## src/rtl/uart_rx_fifo_pkg.sv

```systemverilog
// Shared UART byte-path definitions: default depth, byte width, AXIS byte type.
// No logic; types and constants only.
// Used by both the receive buffer and the transmit path.
package uart_rx_fifo_pkg;

    localparam int DEPTH_DEF = 16;
    localparam int BYTE_W    = 8;
    localparam int CNT_W_DEF = 8;

    typedef logic [BYTE_W-1:0] axis_byte_t;

    // FWFT output stage: nothing presented / head byte presented
    typedef enum logic {
        EMPTY_OUT = 1'b0,
        VALID_OUT = 1'b1
    } out_state_t;

endpackage

```

## src/rtl/uart_rx_fifo_if.sv

```systemverilog
// AXI-Stream byte link (tvalid/tdata/tready) between UART blocks.
// Pure wiring; no latency.
// The master holds tdata while tvalid=1 and tready=0.
interface uart_rx_fifo_if;
    import uart_rx_fifo_pkg::*;

    logic       tvalid;
    axis_byte_t tdata;
    logic       tready;

    modport master (output tvalid, output tdata, input tready);
    modport slave  (input tvalid, input tdata, output tready);
endinterface

```

## src/rtl/uart_fifo_ram.sv

```systemverilog
// DEPTH x 8 simple dual-port storage, one write port, one read port.
// Read data appears one cycle after the address; read-during-write returns old data.
// No flow control; the caller owns pointer and occupancy bookkeeping.
module uart_fifo_ram
    import uart_rx_fifo_pkg::*;
#(
    parameter int DEPTH  = DEPTH_DEF,
    parameter int ADDR_W = $clog2(DEPTH)
) (
    input  logic              i_clk,
    input  logic              wr_en,
    input  logic [ADDR_W-1:0] wr_addr,
    input  axis_byte_t        wr_dat,
    input  logic [ADDR_W-1:0] rd_addr,
    output axis_byte_t        rd_dat
);

    axis_byte_t mem [DEPTH];

    // Write port: store byte at wr_addr
    always_ff @(posedge i_clk) begin
        if (wr_en) begin
            mem[wr_addr] <= wr_dat;
        end
    end

    // Read port: registered read every cycle
    always_ff @(posedge i_clk) begin
        rd_dat <= mem[rd_addr];
    end

endmodule

```

## src/rtl/uart_rx_fifo.sv

```systemverilog
// Receive byte FIFO behind the UART receiver, FWFT AXIS output, level and overflow reporting.
// Latency: write into empty FIFO appears on m_axis one cycle later; pops present next byte with no bubble.
// Input cannot be stalled: bytes arriving while full are dropped and counted; output honours tready.
module uart_rx_fifo
    import uart_rx_fifo_pkg::*;
#(
    parameter int DEPTH  = DEPTH_DEF,
    parameter int ADDR_W = $clog2(DEPTH),
    parameter int CNT_W  = CNT_W_DEF
) (
    input  logic              i_clk,
    input  logic              i_rst,
    uart_rx_fifo_if.slave     s_axis,
    uart_rx_fifo_if.master    m_axis,
    output logic [ADDR_W:0]   o_level,
    output logic              o_empty,
    output logic              o_full,
    output logic              o_overflow,
    output logic [CNT_W-1:0]  o_drop_count,
    input  logic              i_clr_overflow
);

    localparam int LVL_W = ADDR_W + 1;

    logic [ADDR_W-1:0] wr_ptr_q, rd_ptr_q, rd_ptr_d, rd_addr;
    logic [LVL_W-1:0]  level_q, level_d;
    logic              empty_q, full_q, ovf_q;
    logic [CNT_W-1:0]  cnt_q;
    out_state_t        state_q, state_d;
    axis_byte_t        dat_q, ram_rd_dat, head_dat, fwd_dat_q;
    logic              fwd_hit_q;
    logic              wr_en, pop, drop;
    logic              dat_ld, dat_from_wr;

    // The receiver cannot be stalled; overflow is counted instead
    assign s_axis.tready = 1'b1;

    // Full is judged on the registered state, so a same-cycle pop never rescues a byte
    assign pop      = (state_q == VALID_OUT) && m_axis.tready;
    assign wr_en    = s_axis.tvalid && !full_q && !i_rst;
    assign drop     = s_axis.tvalid && full_q;
    assign level_d  = level_q + LVL_W'(wr_en) - LVL_W'(pop);
    assign rd_ptr_d = rd_ptr_q + ADDR_W'(pop);

    // Prefetch the slot after the next head so a pop can load it without a bubble
    assign rd_addr  = rd_ptr_d + ADDR_W'(1);

    // If that slot was written in the same cycle it was read, the RAM returned old data
    assign head_dat = fwd_hit_q ? fwd_dat_q : ram_rd_dat;

    uart_fifo_ram #(.DEPTH(DEPTH), .ADDR_W(ADDR_W)) u_ram (
        .i_clk   (i_clk),
        .wr_en   (wr_en),
        .wr_addr (wr_ptr_q),
        .wr_dat  (s_axis.tdata),
        .rd_addr (rd_addr),
        .rd_dat  (ram_rd_dat)
    );

    // Capture write data that collides with the prefetch read
    always_ff @(posedge i_clk) begin
        if (i_rst) begin
            fwd_hit_q <= 1'b0;
            fwd_dat_q <= '0;
        end else begin
            fwd_hit_q <= wr_en && (wr_ptr_q == rd_addr);
            fwd_dat_q <= s_axis.tdata;
        end
    end

    // Pointers, occupancy and full/empty flags, all derived from the level
    always_ff @(posedge i_clk) begin
        if (i_rst) begin
            wr_ptr_q <= '0;
            rd_ptr_q <= '0;
            level_q  <= '0;
            empty_q  <= 1'b1;
            full_q   <= 1'b0;
        end else begin
            if (wr_en) begin
                wr_ptr_q <= wr_ptr_q + ADDR_W'(1);
            end
            rd_ptr_q <= rd_ptr_d;
            level_q  <= level_d;
            empty_q  <= (level_d == '0);
            full_q   <= (level_d == LVL_W'(DEPTH));
        end
    end

    // Output stage state register
    always_ff @(posedge i_clk) begin
        if (i_rst) begin
            state_q <= EMPTY_OUT;
        end else begin
            state_q <= state_d;
        end
    end

    // Output stage next state and head-register load selection
    always_comb begin
        state_d     = state_q;
        dat_ld      = 1'b0;
        dat_from_wr = 1'b0;
        unique case (state_q)
            EMPTY_OUT: begin
                if (wr_en) begin
                    state_d     = VALID_OUT;
                    dat_ld      = 1'b1;
                    dat_from_wr = 1'b1;
                end
            end
            VALID_OUT: begin
                if (pop) begin
                    if (level_q == LVL_W'(1)) begin
                        // Last stored byte leaves; only a same-cycle write keeps us valid
                        if (wr_en) begin
                            dat_ld      = 1'b1;
                            dat_from_wr = 1'b1;
                        end else begin
                            state_d = EMPTY_OUT;
                        end
                    end else begin
                        dat_ld = 1'b1;
                    end
                end
            end
        endcase
    end

    // Registered head byte; held while the consumer stalls
    always_ff @(posedge i_clk) begin
        if (i_rst) begin
            dat_q <= '0;
        end else if (dat_ld) begin
            dat_q <= dat_from_wr ? s_axis.tdata : head_dat;
        end
    end

    // Sticky overflow and saturating drop count; a drop beats a same-cycle clear
    always_ff @(posedge i_clk) begin
        if (i_rst) begin
            ovf_q <= 1'b0;
            cnt_q <= '0;
        end else if (drop) begin
            ovf_q <= 1'b1;
            if (i_clr_overflow) begin
                cnt_q <= CNT_W'(1);
            end else if (cnt_q != '1) begin
                cnt_q <= cnt_q + CNT_W'(1);
            end
        end else if (i_clr_overflow) begin
            ovf_q <= 1'b0;
            cnt_q <= '0;
        end
    end

    assign m_axis.tvalid = (state_q == VALID_OUT);
    assign m_axis.tdata  = dat_q;
    assign o_level       = level_q;
    assign o_empty       = empty_q;
    assign o_full        = full_q;
    assign o_overflow    = ovf_q;
    assign o_drop_count  = cnt_q;

endmodule

```

## src/flat_wrapper.sv

```systemverilog
// flat-port wrapper written by rule: the top's interface ports become plain ports
module uart_rx_fifo_flat import uart_rx_fifo_pkg::*;
#(
    parameter int DEPTH  = DEPTH_DEF,
    parameter int ADDR_W = $clog2(DEPTH),
    parameter int CNT_W  = CNT_W_DEF
)
  (i_clk, i_rst, o_level, o_empty, o_full, o_overflow, o_drop_count, i_clr_overflow, s_axis_tvalid, s_axis_tdata, s_axis_tready, m_axis_tvalid, m_axis_tdata, m_axis_tready);
  uart_rx_fifo_if s_axis_i ();
  uart_rx_fifo_if m_axis_i ();
  input  logic i_clk;
  input  logic i_rst;
  output logic [ADDR_W:0] o_level;
  output logic o_empty;
  output logic o_full;
  output logic o_overflow;
  output logic [CNT_W-1:0] o_drop_count;
  input  logic i_clr_overflow;
  input wire logic [$bits(s_axis_i.tvalid)-1:0] s_axis_tvalid;
  input wire logic [$bits(s_axis_i.tdata)-1:0] s_axis_tdata;
  output wire logic [$bits(s_axis_i.tready)-1:0] s_axis_tready;
  output wire logic [$bits(m_axis_i.tvalid)-1:0] m_axis_tvalid;
  output wire logic [$bits(m_axis_i.tdata)-1:0] m_axis_tdata;
  input wire logic [$bits(m_axis_i.tready)-1:0] m_axis_tready;
  assign s_axis_i.tvalid = s_axis_tvalid;
  assign s_axis_i.tdata = s_axis_tdata;
  assign s_axis_tready = s_axis_i.tready;
  assign m_axis_tvalid = m_axis_i.tvalid;
  assign m_axis_tdata = m_axis_i.tdata;
  assign m_axis_i.tready = m_axis_tready;
  uart_rx_fifo #(.DEPTH(DEPTH), .ADDR_W(ADDR_W), .CNT_W(CNT_W)) u_core (.i_clk(i_clk), .i_rst(i_rst), .s_axis(s_axis_i), .m_axis(m_axis_i), .o_level(o_level), .o_empty(o_empty), .o_full(o_full), .o_overflow(o_overflow), .o_drop_count(o_drop_count), .i_clr_overflow(i_clr_overflow));
endmodule
```

## config.mk

```make
export PLATFORM = sky130hd
export DESIGN_NAME = uart_rx_fifo_flat
export DESIGN_NICKNAME = d
export VERILOG_FILES = /design/src/rtl/uart_rx_fifo_pkg.sv /design/src/rtl/uart_rx_fifo_if.sv /design/src/rtl/uart_fifo_ram.sv /design/src/rtl/uart_rx_fifo.sv /design/src/flat_wrapper.sv
export SDC_FILE = /design/constraint.sdc
export NUM_CORES = 1
export LEC_CHECK = 0
export CAP_MARGIN = 10
export CORE_MARGIN = 4
export CORE_UTILIZATION = 30
export CTS_CLUSTER_SIZE = 28
export DETAILED_ROUTE_END_ITERATION = 10
export SETUP_SLACK_MARGIN = 0.02
export SLEW_MARGIN = 20
export SYNTH_ARGS = -nofsm -noshare
export SYNTH_HDL_FRONTEND = slang
export SYNTH_SLANG_ARGS = --single-unit
```

## constraint.sdc

```tcl
create_clock -name i_clk -period 3.3 [get_ports i_clk]
set_input_delay 0.66 -clock i_clk [delete_from_list [all_inputs] [get_ports i_clk]]
set_output_delay 0.66 -clock i_clk [all_outputs]
set_load 0.03 [all_outputs]
```

Yosys cells after proc, flatten, opt, wreduce, memory -nomap -nowiden --
Memories as Yosys holds them, arrays and structs flattened. A register that Yosys moved wholly into a read port is not among the register bits. Cells that the tools add are included.
Storage, ports and cells: flip-flop bits (word level) 42, bits in writable memories 128, output and inout bits 26, memories 1
Cells by class: add/sub/neg operators 6, equality and inequality tests 4, mux-type cells 18, bitwise logic cells 1, reduce and logical (&&, ||, !) cells 11
Memories:
- u_core.u_ram.mem | depth 16, bits a word 8, rd ports 1, clocked after Yosys merged registers in 1, write ports 1, line uart_fifo_ram.sv:18 | axis_byte_t mem [DEPTH];
Operators with widths (number):
- $mux W8 | 6
- $mux W1 | 9
- $add A4 B1 Y4 const B | 2
- $add A8 B1 Y8 const B | 1
- $ne A8 B8 Y1 const B | 1
- $pmux W1 S2 | 3
- $add A5 B1 Y5 | 1
- $eq A5 B1 Y1 const B | 1
- $eq A5 B5 Y1 const B | 1
- $logic_and A1 B1 Y1 | 5
- $logic_not A5 Y1 | 1
- $sub A5 B1 Y5 | 1
- $add A4 B1 Y4 | 1
- $eq A4 B4 Y1 | 1
- $reduce_bool A2 Y1 | 2
- $logic_not A1 Y1 | 2
- $reduce_and A2 Y1 | 1
- $not A1 Y1 | 1

Longest topological paths before layout --
depth in word-level cells 8, depth in mapped cells 13, depth with buffers taken out 12

Modules after synthesis --
From an unflattened synthesis, not the netlist that was laid out.
Second synthesis, totals: cell total of the unflattened synthesis 443, area total of the unflattened synthesis 7175.6 µm²
By module, submodules not included:
- uart_fifo_ram | times used 1, cells each 229, area an instance 5147.4 µm², seq. area each 4003.8 µm²
- uart_rx_fifo | times used 1, cells each 214, area an instance 2028.2 µm², seq. area each 840.8 µm²

Least setup slack after synthesis --
No wires, ideal clock.
path type in2reg, start in m_axis_tready, end reg u_core.u_ram.rd_dat[6], read port of u_core.u_ram.mem, library setup time 0.140 ns, data arrival time 2.712 ns, setup slack 0.448 ns, stages on the path 9, path buffers 2, cell sequence and2_1 > ha_1 > ha_1 > ha_1 > clkbuf_1 > clkbuf_1 > mux4_2 > mux2i_1 > mux2i_1
On the way: cells in the longest elaborated chain, start to end 3
Ends and longest elaborated chain:
- start: declaration | line flat_wrapper.sv:24 | input wire logic [$bits(m_axis_i.tready)-1:0] m_axis_tready;
- $logic_and A1 B1 Y1 | line uart_rx_fifo.sv:39 | assign pop = (state_q == VALID_OUT) && m_axis.tready;
- $add A4 B1 Y4 | line uart_rx_fifo.sv:43 | assign rd_ptr_d = rd_ptr_q + ADDR_W'(pop);
- net u_core.rd_ptr_d[1] | line uart_rx_fifo.sv:25 | logic [ADDR_W-1:0] wr_ptr_q, rd_ptr_q, rd_ptr_d, rd_addr;
- $add A4 B1 Y4 | line uart_rx_fifo.sv:46 | assign rd_addr = rd_ptr_d + ADDR_W'(1);
- end: declaration | line uart_fifo_ram.sv:15 | output axis_byte_t rd_dat
The timed path passes the listed nets, and every way through them passes these cells. A chain may end at the register's enable or synchronous reset.

Worst setup path in the final report --
start in m_axis_tready, end reg u_core.u_ram.rd_dat[2], read port of u_core.u_ram.mem
The elaborated chain is that of the path after synthesis.

==> results.cfg <==
[synth]
syn_avg_cell_area_sq_um = 16.0
synth_ff_type = edfxtp_1
synth-seq-cells = 178
yosys_warnings = 0
syn_area_sq_um = 7130
synth.distinct_cells = 41
postSynthCellCount = 446
synth_edf_count = 128
synth.yosys.seq_area_share = 0.680
synth.top_cells.by_area = edfxtp_1 54%, dfxtp_1 14%, mux4_2 10%, mux2i_1 4.8%, ha_1 2.5%
synthArstFlopShare = 0
synth_top_area_share = 0.539
yosysMostFrequentCell = edfxtp_1
yosysTopAreaCell = edfxtp_1
syn_nets = 474
synth_common_cells = 128 x edfxtp_1, 50 x dfxtp_1, 41 x nor2_1, 34 x mux2i_1, 32 x mux4_2

[flow_run]
maxCapViolCount = 0

[cells_and_area]
antennaDiodeCount = 0
fin_area_sq_um = 8660
area_growth_pct = 21.4
layout-drive-gt1-share = 0.187
nets = 539

[sta]
drv_slew = 0
worstMarginPinSlew_ns = 0.784
setup_viol = 0
rsz0062_at_grt = false
finalClockSkew_ns = 0.00638
min_period_ns = 2.81
finalSetupTns_ns = 0
hold_viol_final = 0
fin_ws_ns = 0.488
max_freq_mhz = 356
fin_crit_sh = 0.852
slew_headroom = 0.477

[clock_tree]
postCtsSetupBuffers = 0
root_buffer = clkbuf_16
path_clk_slew_ns = 0.06
cts_buffers = 17
ctsResizeCount = 0
clkLatencyLatePin_ns = 0.42
htreeDepth = 4
cts_buffer_depth = 2
cts_tree = done
hold_buffers = 0
cts_sinks = 178

[setup_path]
slowest_delay_ns = 0.49
worstSetupPathType = primary input to flop
cp-end-kind = flop
cp.buffers_inverters = 3
crit_fanout = 33
r2r_setup_slack_ns = 0.81
cp-endpoint = u_core.u_ram.rd_dat[2]$_DFF_P_
arrival_ns = 3.11
critPathLaunch = m_axis_tready
worst-path-stages = 10
start_kind = primary input
worstPathCellList = clkdlybuf4s50_1 > and2_1 > ha_2 > ha_1 > buf_4 > ha_1 > buf_12 > mux4_2 > mux2i_1 > mux2i_1
critPathSlowestCell = clkdlybuf4s50_1
worst_r2r_path_depth = 9
required_ns = 3.60
critPathTopFamily = buffers and inverters
r2r-start = u_core.m_axis.tvalid$_SDFF_PP0_
reg2reg_to = u_core.u_ram.rd_dat[2]$_DFF_P_

[floorplanning]
chipHeight_um = 162
rows = 56
start_util = 0.305
io-pin-count = 39
die_w_um = 162
core_sq_um = 23400
die_area_sq_um = 26300

[placed_design]
place_area_sq_um = 8020
dp_slack_ns = 0.0305
gp_congestion = 0.735
port_buffers = 37
dp_hpwl_um = 9690

[global_routing]
use_met2 = 0.178
antenna_found_initial = 1
grt_util_met1 = 0.152
grt_use_met3 = 0.0241
grtUsageTotal = 0.112
grt_pass1_vias = 3963
busiest_layer = met2
gr-total-overflow = 0
grt_pass1_wl_um = 22400
grt_max_degree = 34

[power_and_ir_drop]
p_leak_nw = 2.92
power_mw = 6.08
peakVddDrop_mv = 0.471
powerDensity_nw_per_um2 = 703

[route]
first_pass_iters = 4
vias = 3861
drc = 0
wire_per_inst_um = 16.8
drt_iter0_markers = 270
routed_wl_um = 14100
drtAntennaViolNets = 0
vias_per_cell = 4.58

[hold_path]
holdCritPathClass = flop to flop
holdCritStartpoint = u_core.m_axis.tdata[7]$_SDFFE_PP0P_

[run_status]
status = completed
==> cell families after synthesis <==
family	Yosys count	share of synthesized area
xor gates and xnor gates	20	0.0283
adders and majority gates	15	0.0274
DFF	178	0.680
other	1	0.000526
buffers and inverters	31	0.0204
and+or+nand+nor	100	0.0655
AOI/OAI and AO/OA	35	0.0295
muxes	66	0.149
==> worst min-delay path by stage <==
stage / endpoint / cells after the start
2_1_floorplan: u_core.wr_ptr_q[1]$_SDFFE_PP0N_ / 2
3_3_place_gp: u_core.m_axis.tdata[7]$_SDFFE_PP0P_ / 2
3_5_place_dp: u_core.m_axis.tdata[1]$_SDFFE_PP0P_ / 2
4_1_cts: u_core.m_axis.tdata[1]$_SDFFE_PP0P_ / 2
5_1_grt: u_core.m_axis.tdata[3]$_SDFFE_PP0P_ / 2
6_report: u_core.m_axis.tdata[7]$_SDFFE_PP0P_ / 2
==> placed cells by master, fill, tap and decap left out, types with 2 or more instances in the layout <==
master           Yosys  final
ha_1                14     13
nand3_1              3      3
edfxtp_1           128    128
clkbuf_8             0      6
clkbuf_16            0     17
dfxtp_1             50     50
clkinvlp_4           0      2
nor3_1               7      7
and2_1               3      3
mux2i_1             34     34
bufinv_16            0      3
nand2b_1             3      3
clkdlybuf4s50_1      0     37
buf_4                2     27
o21ai_0             11     11
a21oi_1             15     15
nor2b_1             13     13
xnor2_1              7      7
inv_1               12     12
nand2_1             22     22
xor2_1              11     11
nor2_1              41     41
mux4_2              32     32
nand4_1              3      3
==> flip-flops by register name, indices dropped and copies added (netlist names) <==
name	count
u_core.fwd_dat_q	8
u_core.fwd_hit_q	1
u_core.m_axis.tdata	8
u_core.m_axis.tvalid	1
u_core.o_drop_count	8
u_core.o_empty	1
u_core.o_full	1
u_core.o_level	5
u_core.o_overflow	1
u_core.rd_ptr_q	4
u_core.u_ram.mem	128
u_core.u_ram.rd_dat	8
u_core.wr_ptr_q	4
==> where the power goes <==
group          switching (mW)  internal, mW
Combinational           0.703         0.627
Clock                   0.791          1.31
Sequential             0.0948          2.55
Total                    1.59          4.49
==> worst min-delay path, stage by stage (launching register included) <==
cell and delay [ns]:
dfxtp_1 0.33, nand2_1 0.05, o21ai_0 0.06
==> through the flow <==
step,std cells,hold slack (ns),utilization
6_report,843,0.463,0.370
5_1_grt,843,0.493,0.370
4_1_cts,843,0.473,0.370
3_5_place_dp,811,0.459,0.343
3_3_place_gp,811,0.438,0.343
2_1_floorplan,446,0.544,-
==> per-layer routing <==
layer | routed length (um) | part of all wire | vias to the layer above
li1 | - | - | 1790
met1 | 6390 | 0.45 | 2001
met2 | 7050 | 0.50 | 55
met3 | 508 | 0.036 | 13
met4 | 176 | 0.012 | 2
met5 | 7 | 0.00050 | -
==> area by class of cell <==
type	instances	area, sq um
sequential	178	4840
multi-input combinational	237	2140
fill	2214	14700
tap	319	399
inverter	12	45.0
timing repair buffer	65	593
clock buffer	24	512
clock inverter	8	123
Note: power is estimated with default switching activity, not from simulation.
